===== src/rtl/multicycle_core_top.sv =====
// multicycle_core_top
//   Multi-cycle RV32I-subset core (addi, add, sub, lui, auipc, jal, jalr, ebreak).
//   Each instruction passes through FETCH -> WAIT -> EXEC -> WB. Instruction
//   memory is reached over a valid/ready request channel and a response channel,
//   so the memory can stall in either phase.
//
//   state   | meaning
//   --------+------------------------------------------------------------
//   FETCH   | request valid with addr = pc; leave when the memory accepts
//   WAIT    | request accepted; latch the instruction on if_rsp_valid
//   EXEC    | decode IR, read rs1/rs2, latch result / rd / next_pc
//   WB      | retire; write rd (unless x0); pc <= next_pc
//   HALT    | ebreak seen; terminal until rst
//   ILLEGAL | unsupported encoding seen; terminal until rst
//
// Ports
//   clk, rst                    clock, synchronous active-high reset
//   if_req_valid/ready/addr     fetch request channel
//   if_rsp_valid/inst           fetch response channel
//   pc_o                        current PC
//   retire_o                    one-cycle commit pulse (WB)
//   rf_we_o/waddr_o/wdata_o     register write report for the retiring instruction
//   halt_o, illegal_o           terminal status flags
module multicycle_core_top #(
    parameter int                  PC_ADDR    = 32,
    parameter int                  REG_ADDR   = 5,
    parameter int                  DATA_WIDTH = 32,
    parameter logic [PC_ADDR-1:0]  RESET_PC   = 32'h80000000
) (
    input  logic                  clk,
    input  logic                  rst,
    output logic                  if_req_valid,
    input  logic                  if_req_ready,
    output logic [PC_ADDR-1:0]    if_req_addr,
    input  logic                  if_rsp_valid,
    input  logic [DATA_WIDTH-1:0] if_rsp_inst,
    output logic [PC_ADDR-1:0]    pc_o,
    output logic                  retire_o,
    output logic                  rf_we_o,
    output logic [REG_ADDR-1:0]   rf_waddr_o,
    output logic [DATA_WIDTH-1:0] rf_wdata_o,
    output logic                  halt_o,
    output logic                  illegal_o
);

    localparam int NUM_REGS = 2 ** REG_ADDR;

    localparam logic [6:0] OPC_OP_IMM = 7'b0010011;
    localparam logic [6:0] OPC_OP     = 7'b0110011;
    localparam logic [6:0] OPC_LUI    = 7'b0110111;
    localparam logic [6:0] OPC_AUIPC  = 7'b0010111;
    localparam logic [6:0] OPC_JAL    = 7'b1101111;
    localparam logic [6:0] OPC_JALR   = 7'b1100111;
    localparam logic [31:0] INST_EBREAK = 32'h0010_0073;

    localparam logic [PC_ADDR-1:0] PC_STEP = PC_ADDR'(4);

    typedef enum logic [2:0] {
        S_FETCH,
        S_WAIT,
        S_EXEC,
        S_WB,
        S_HALT,
        S_ILLEGAL
    } state_t;

    state_t state, state_nxt;

    logic [PC_ADDR-1:0]    pc_q;
    logic [PC_ADDR-1:0]    next_pc_q;
    logic [31:0]           ir_q;
    logic [DATA_WIDTH-1:0] result_q;
    logic [REG_ADDR-1:0]   rd_q;
    logic                  wr_rd_q;
    logic [DATA_WIDTH-1:0] rf [NUM_REGS];

    // Decode fields
    logic [6:0]            opcode;
    logic [2:0]            funct3;
    logic [6:0]            funct7;
    logic [REG_ADDR-1:0]   rs1_idx, rs2_idx, rd_idx;
    logic [31:0]           imm_i, imm_u, imm_j;
    logic [DATA_WIDTH-1:0] rs1_val, rs2_val;

    assign opcode  = ir_q[6:0];
    assign funct3  = ir_q[14:12];
    assign funct7  = ir_q[31:25];
    assign rd_idx  = REG_ADDR'(ir_q[11:7]);
    assign rs1_idx = REG_ADDR'(ir_q[19:15]);
    assign rs2_idx = REG_ADDR'(ir_q[24:20]);
    assign imm_i   = {{20{ir_q[31]}}, ir_q[31:20]};
    assign imm_u   = {ir_q[31:12], 12'b0};
    assign imm_j   = {{11{ir_q[31]}}, ir_q[31], ir_q[19:12], ir_q[20], ir_q[30:21], 1'b0};

    // x0 is never written and resets to zero, so a plain array read returns 0 for it.
    assign rs1_val = rf[rs1_idx];
    assign rs2_val = rf[rs2_idx];

    logic [DATA_WIDTH-1:0] ex_result;
    logic [PC_ADDR-1:0]    ex_next_pc;
    logic [PC_ADDR-1:0]    jalr_sum;
    logic                  ex_wr_rd;
    logic                  ex_illegal;
    logic                  ex_ebreak;

    always_comb begin
        ex_result  = '0;
        ex_next_pc = pc_q + PC_STEP;
        ex_wr_rd   = 1'b0;
        ex_illegal = 1'b0;
        ex_ebreak  = 1'b0;
        jalr_sum   = PC_ADDR'(rs1_val + DATA_WIDTH'(imm_i));
        if (ir_q == INST_EBREAK) begin
            ex_ebreak = 1'b1;
        end else begin
            case (opcode)
                OPC_OP_IMM: begin
                    ex_result  = rs1_val + DATA_WIDTH'(imm_i);
                    ex_wr_rd   = 1'b1;
                    ex_illegal = (funct3 != 3'b000);
                end
                OPC_OP: begin
                    ex_wr_rd = 1'b1;
                    if (funct3 == 3'b000 && funct7 == 7'b0000000)
                        ex_result = rs1_val + rs2_val;
                    else if (funct3 == 3'b000 && funct7 == 7'b0100000)
                        ex_result = rs1_val - rs2_val;
                    else
                        ex_illegal = 1'b1;
                end
                OPC_LUI: begin
                    ex_result = DATA_WIDTH'(imm_u);
                    ex_wr_rd  = 1'b1;
                end
                OPC_AUIPC: begin
                    ex_result = DATA_WIDTH'(pc_q) + DATA_WIDTH'(imm_u);
                    ex_wr_rd  = 1'b1;
                end
                OPC_JAL: begin
                    ex_result  = DATA_WIDTH'(pc_q + PC_STEP);
                    ex_wr_rd   = 1'b1;
                    ex_next_pc = pc_q + PC_ADDR'(imm_j);
                end
                OPC_JALR: begin
                    ex_result  = DATA_WIDTH'(pc_q + PC_STEP);
                    ex_wr_rd   = 1'b1;
                    ex_next_pc = {jalr_sum[PC_ADDR-1:1], 1'b0};
                    ex_illegal = (funct3 != 3'b000);
                end
                default: ex_illegal = 1'b1;
            endcase
        end
    end

    always_ff @(posedge clk) begin
        if (rst) state <= S_FETCH;
        else     state <= state_nxt;
    end

    always_comb begin
        state_nxt = state;
        case (state)
            S_FETCH: if (if_req_ready) state_nxt = S_WAIT;
            S_WAIT:  if (if_rsp_valid) state_nxt = S_EXEC;
            S_EXEC: begin
                if (ex_illegal)     state_nxt = S_ILLEGAL;
                else if (ex_ebreak) state_nxt = S_HALT;
                else                state_nxt = S_WB;
            end
            S_WB:      state_nxt = S_FETCH;
            S_HALT:    state_nxt = S_HALT;
            S_ILLEGAL: state_nxt = S_ILLEGAL;
            default:   state_nxt = S_FETCH;
        endcase
    end

    always_ff @(posedge clk) begin
        if (rst) begin
            pc_q      <= RESET_PC;
            next_pc_q <= RESET_PC;
            ir_q      <= '0;
            result_q  <= '0;
            rd_q      <= '0;
            wr_rd_q   <= 1'b0;
        end else begin
            case (state)
                S_WAIT: if (if_rsp_valid) ir_q <= if_rsp_inst[31:0];
                S_EXEC: begin
                    result_q  <= ex_result;
                    rd_q      <= rd_idx;
                    wr_rd_q   <= ex_wr_rd;
                    next_pc_q <= ex_next_pc;
                end
                S_WB:    pc_q <= next_pc_q;
                default: ;
            endcase
        end
    end

    always_ff @(posedge clk) begin
        if (rst) begin
            for (int i = 0; i < NUM_REGS; i++) rf[i] <= '0;
        end else if (state == S_WB && wr_rd_q && rd_q != '0) begin
            rf[rd_q] <= result_q;
        end
    end

    // Request is masked during reset so the reset cycle never presents a fetch.
    assign if_req_valid = (state == S_FETCH) && !rst;
    assign if_req_addr  = pc_q;
    assign pc_o         = pc_q;
    assign retire_o     = (state == S_WB);
    assign rf_we_o      = (state == S_WB) && wr_rd_q && (rd_q != '0);
    assign rf_waddr_o   = rd_q;
    assign rf_wdata_o   = result_q;
    assign halt_o       = (state == S_HALT);
    assign illegal_o    = (state == S_ILLEGAL);

endmodule


===== config.mk =====
export PLATFORM = sky130hd
export DESIGN_NAME = multicycle_core_top
export DESIGN_NICKNAME = d
export VERILOG_FILES = /design/src/rtl/multicycle_core_top.sv
export SDC_FILE = /design/constraint.sdc
export NUM_CORES = 2
export LEC_CHECK = 0
export CAP_MARGIN = 20
export CORE_AREA = 4 4 395 397
export DETAILED_ROUTE_END_ITERATION = 10
export DIE_AREA = 0 0 399 401
export GPL_TIMING_DRIVEN = 0
export PLACE_DENSITY = 0.65
export SLEW_MARGIN = 20
export SYNTH_ARGS = -nofsm -noshare
export SYNTH_HDL_FRONTEND = slang
export SYNTH_SLANG_ARGS = --single-unit
export TNS_END_PERCENT = 30

===== constraint.sdc =====
create_clock -name clk -period 7 [get_ports clk]
set_clock_uncertainty 0.05 [all_clocks]
set_input_delay 1.05 -clock clk [delete_from_list [all_inputs] [get_ports clk]]
set_output_delay 1.05 -clock clk [all_outputs]
set_load 0.03 [all_outputs]

==> metrics <==
Crit path required time=7.63 ns; first-pass GRT wire length=between 300 and 400 mm; register share of total power=0.444; # Max-Cap Violations=0; Yosys reg bits=1171; Mean Syn Cell Area=13.31 µm²; Final Max Tran Viols=0; final net count=around 5600; CP startpoint kind=flop; compound-cell area share of the yosys netlist=0.06508; crit path DAT=7.64 ns; main combinational cell family by area after synthesis=multiplexers; Routed Antenna Nets=0; P&R area growth vs syn=13.11%; Starting Density=0.4489; FFs w/ async S/R, synth=0; post-synthesis sequential area ratio=0.4941; CTS H-tree depth=4; critical path class=flop to flop; Remaining Overflow, GRT=0; DIE WIDTH=399 µm; DR pass1 iterations=6; area of the mapped netlist=68190 µm²; Power Internal=12920 µW; Overall Power=17960 µW; Final Util=0.5078; Clock Pin Slew Worst Setup and Hold Paths=0.07 ns; actual slew at the worst max-slew pin=~1.5 ns; Hold Buf Count CTS=0; register area=33690 µm²; met2 WL=119.8 mm; CTS root buf=clkbuf_16; Comb pwr share=0.160; count of flip-flops with a built-in enable after synthesis=1024; final WL=267.8 mm; CTS tree=built; # DRC=0; P_leak=0.02672 µW; hold_ws=around 0.40 ns; crit path buf inv count=4; M1 WL=94.42 mm; vias=49270; critical path endpoint category=flop; Post-Layout Cell Count=~7600; final setup vio count=2; post-synthesis mux area share=0.2228; pwr dens=232.8 nW/µm²; Clk pwr share=0.396; core area=151900 µm²; Final Hold Fails=0; Layout fillers=~13000; deepest clock path buffer count=3; period utilization=1.001; RSZ-0062 raised after global routing=true; sw power=between 5000 and 6000 µW; WL/cell=35.29 µm; Peak VDD IR=0.0002175 V; height of the die=about 400 µm; worst-path cell chain=clkbuf_1 > clkbuf_2 > clkbuf_2 > mux4_2 > mux4_2 > mux2i_1 > ha_1 > buf_2 > a21oi_1 > a21o_1 > nand2_1 > a311o_1 > o21bai_2 > a31oi_1 > a21boi_0 > o31ai_1 > xnor2_1 > o21ai_0; Synth Area in Adders=0.02642; Clock Sinks=1171; Period minus WS final=about 7 ns; Slew headroom=0.03111; sw frac=0.2808; hpwl dp=197.6 mm; CP peak stage delay=0.64 ns; class of the worst hold path=flop to flop; Final WS setup=-0.007502 ns; clk_lat worst skew=0.82 ns; largest net degree at the start of global routing=33; Post-Synthesis Cells=5122; CTS Buf Count=136; GP Congestion=1.015; Synth Flop Type=edfxtp_1; Crit Path Max Fanout=10; Simple-Gate Fraction of Synth Area=0.1406; vias per inst=approximately 6.5; gr usage total=0.3301; initial antenna violation count=13; violated checks=setup timing; top routing layer used=met4; fmax=142.7 MHz; vias in the first global route=48260; die area=160000 µm²; post-synthesis xor/xnor area fraction=0.01618; dpl cells=7331; num ports=~140; Cell variety after synth=between 80 and 90; Synth Warn #=0; status=complete, but fails checks; Multi-input gate area=32390 µm²; crit-path leading delay family=buffers and inverters; input/output buffers=141; standard-cell row count=143; CP max stage cell=clkbuf_1; drt first-iter violations=6967; met3 WL=30.92 mm; fraction of layout cells with a size suffix above 1=0.1966
## cell families after synthesis
kind of cell	after synthesis
xor gates and xnor gates	126
and+or+nand+nor	1717
DFF	1171
adders and majority gates	141
buffers and inverters	582
AOI/OAI and AO/OA	670
muxes	714
other	1
## final timing paths
check	from	to	slack [ns]	depth (start not counted)
max	flop	rf_wdata_o[27]$_SDFFE_PP0P_	-0.008	18
min	next_pc_q[12]$_SDFFE_PP0P_	if_req_addr[12]$_SDFFE_PP0P_	0.40	2
max reg2reg	flop	rf_wdata_o[27]$_SDFFE_PP0P_	-0.008	18
min reg2reg	next_pc_q[12]$_SDFFE_PP0P_	if_req_addr[12]$_SDFFE_PP0P_	0.40	2
## cell usage after synthesis, types with 20 or more instances
library cell	instances	area, µm²
nand3_1	40	200.2
dfxtp_1	147	2943
and2_1	1001	6262
edfxtp_1	1024	30750
nand4_1	24	150.1
nor2_1	199	747.0
ha_1	136	1702
nand2_1	238	893.4
buf_1	41	153.9
xnor2_1	79	691.9
mux4_2	640	14410
mux2_2	33	371.6
o21ai_0	93	465.5
buf_4	33	247.7
a21o_1	46	345.3
xor2_1	47	411.6
clkbuf_1	378	1419
or2_2	37	231.5
nor3_1	61	305.3
o21bai_1	20	150.1
buf_2	41	205.2
nor2b_1	25	156.4
a211oi_1	33	247.7
inv_1	85	319.1
mux2i_1	41	410.4
a221oi_1	28	245.2
a21oi_1	237	1186
## power by group through the flow
stage / sequential, µW / combinational, µW / clock [µW]
floorplan: 8030 / 1730 / 0
global route: 7990 / 2980 / 7410
CTS: 7960 / 2780 / 7120
detailed placement: 8110 / 2760 / 0
global placement: 8090 / 2730 / 0
finish: 7970 / 2870 / 7120
## sequential cells by signal (all words and copies together) (netlist names), named ones only
signal and cells:
wr_rd_q 1, state 3, rf_wdata_o 32, ir_q 32, next_pc_q 32, rf 1024
if_req_addr 32, rf_waddr_o 5
## cell type report
class / count / area share
sequential: 1171 / 0.4368
multi-input combinational: 3400 / 0.4200
clock buffer: 178 / 0.04766
tap: 2030 / 0.03293
buffer: 494 / 0.02870
timing repair buffer: 150 / 0.02047
clock inverter: 70 / 0.008970
inverter: 86 / 0.004185
antenna: 9 / 0.0002920
## repair_timing
action / CTS / global route
gates resized for setup: 47 / 48
buffers inserted: 0 / 0
endpoints found under the setup margin: 33 / 20
## metrics by stage
step	setup TNS [ns]	worst slack, ns	area (µm²)
detailed placement	-9.760	-0.5899	72480
floorplan	0	1.562	68310
global placement	-28.76	-1.688	72260
CTS	-0.001132	-0.0008509	76950
global route	-0.02469	-0.02469	77110
finish	-0.009495	-0.007502	77130
## layout by cell type, fill, tap and decap left out, types with 18 or more instances in the layout
cell / instances
nor2b_1: 25
clkdlybuf4s50_1: 141
mux2i_1: 29
and2_1: 1001
o21ai_0: 93
mux2_2: 33
clkbuf_2: 58
xnor2_1: 79
conb_1: 32
clkinv_1: 27
nor2_1: 199
a21oi_1: 237
edfxtp_1: 1024
or2_4: 18
a221oi_1: 28
buf_4: 41
ha_1: 136
nand3_1: 40
clkinv_2: 20
o21bai_1: 20
dfxtp_1: 146
nand2_1: 238
clkbuf_16: 140
and3_1: 19
buf_2: 32
a31oi_1: 18
clkbuf_1: 360
mux4_2: 640
a21o_1: 46
nor3_1: 60
or2_2: 19
nand4_1: 24
a211oi_1: 33
inv_1: 85
xor2_1: 47
## tightest hold or removal path: cells and delay by family, from the launching register on
kind	cells	cell delay, ns
DFF	1	0.31
and+or+nand+nor	1	0.05
AOI/OAI and AO/OA	1	0.05
## per-layer routing
layer	global-route usage	vias up
li1	-	20110
met1	0.4050	24880
met2	0.5005	3450
met3	0.09721	825
met4	0.2324	0
met5	0	-
No activity file was read; power rests on OpenSTA's default activity.
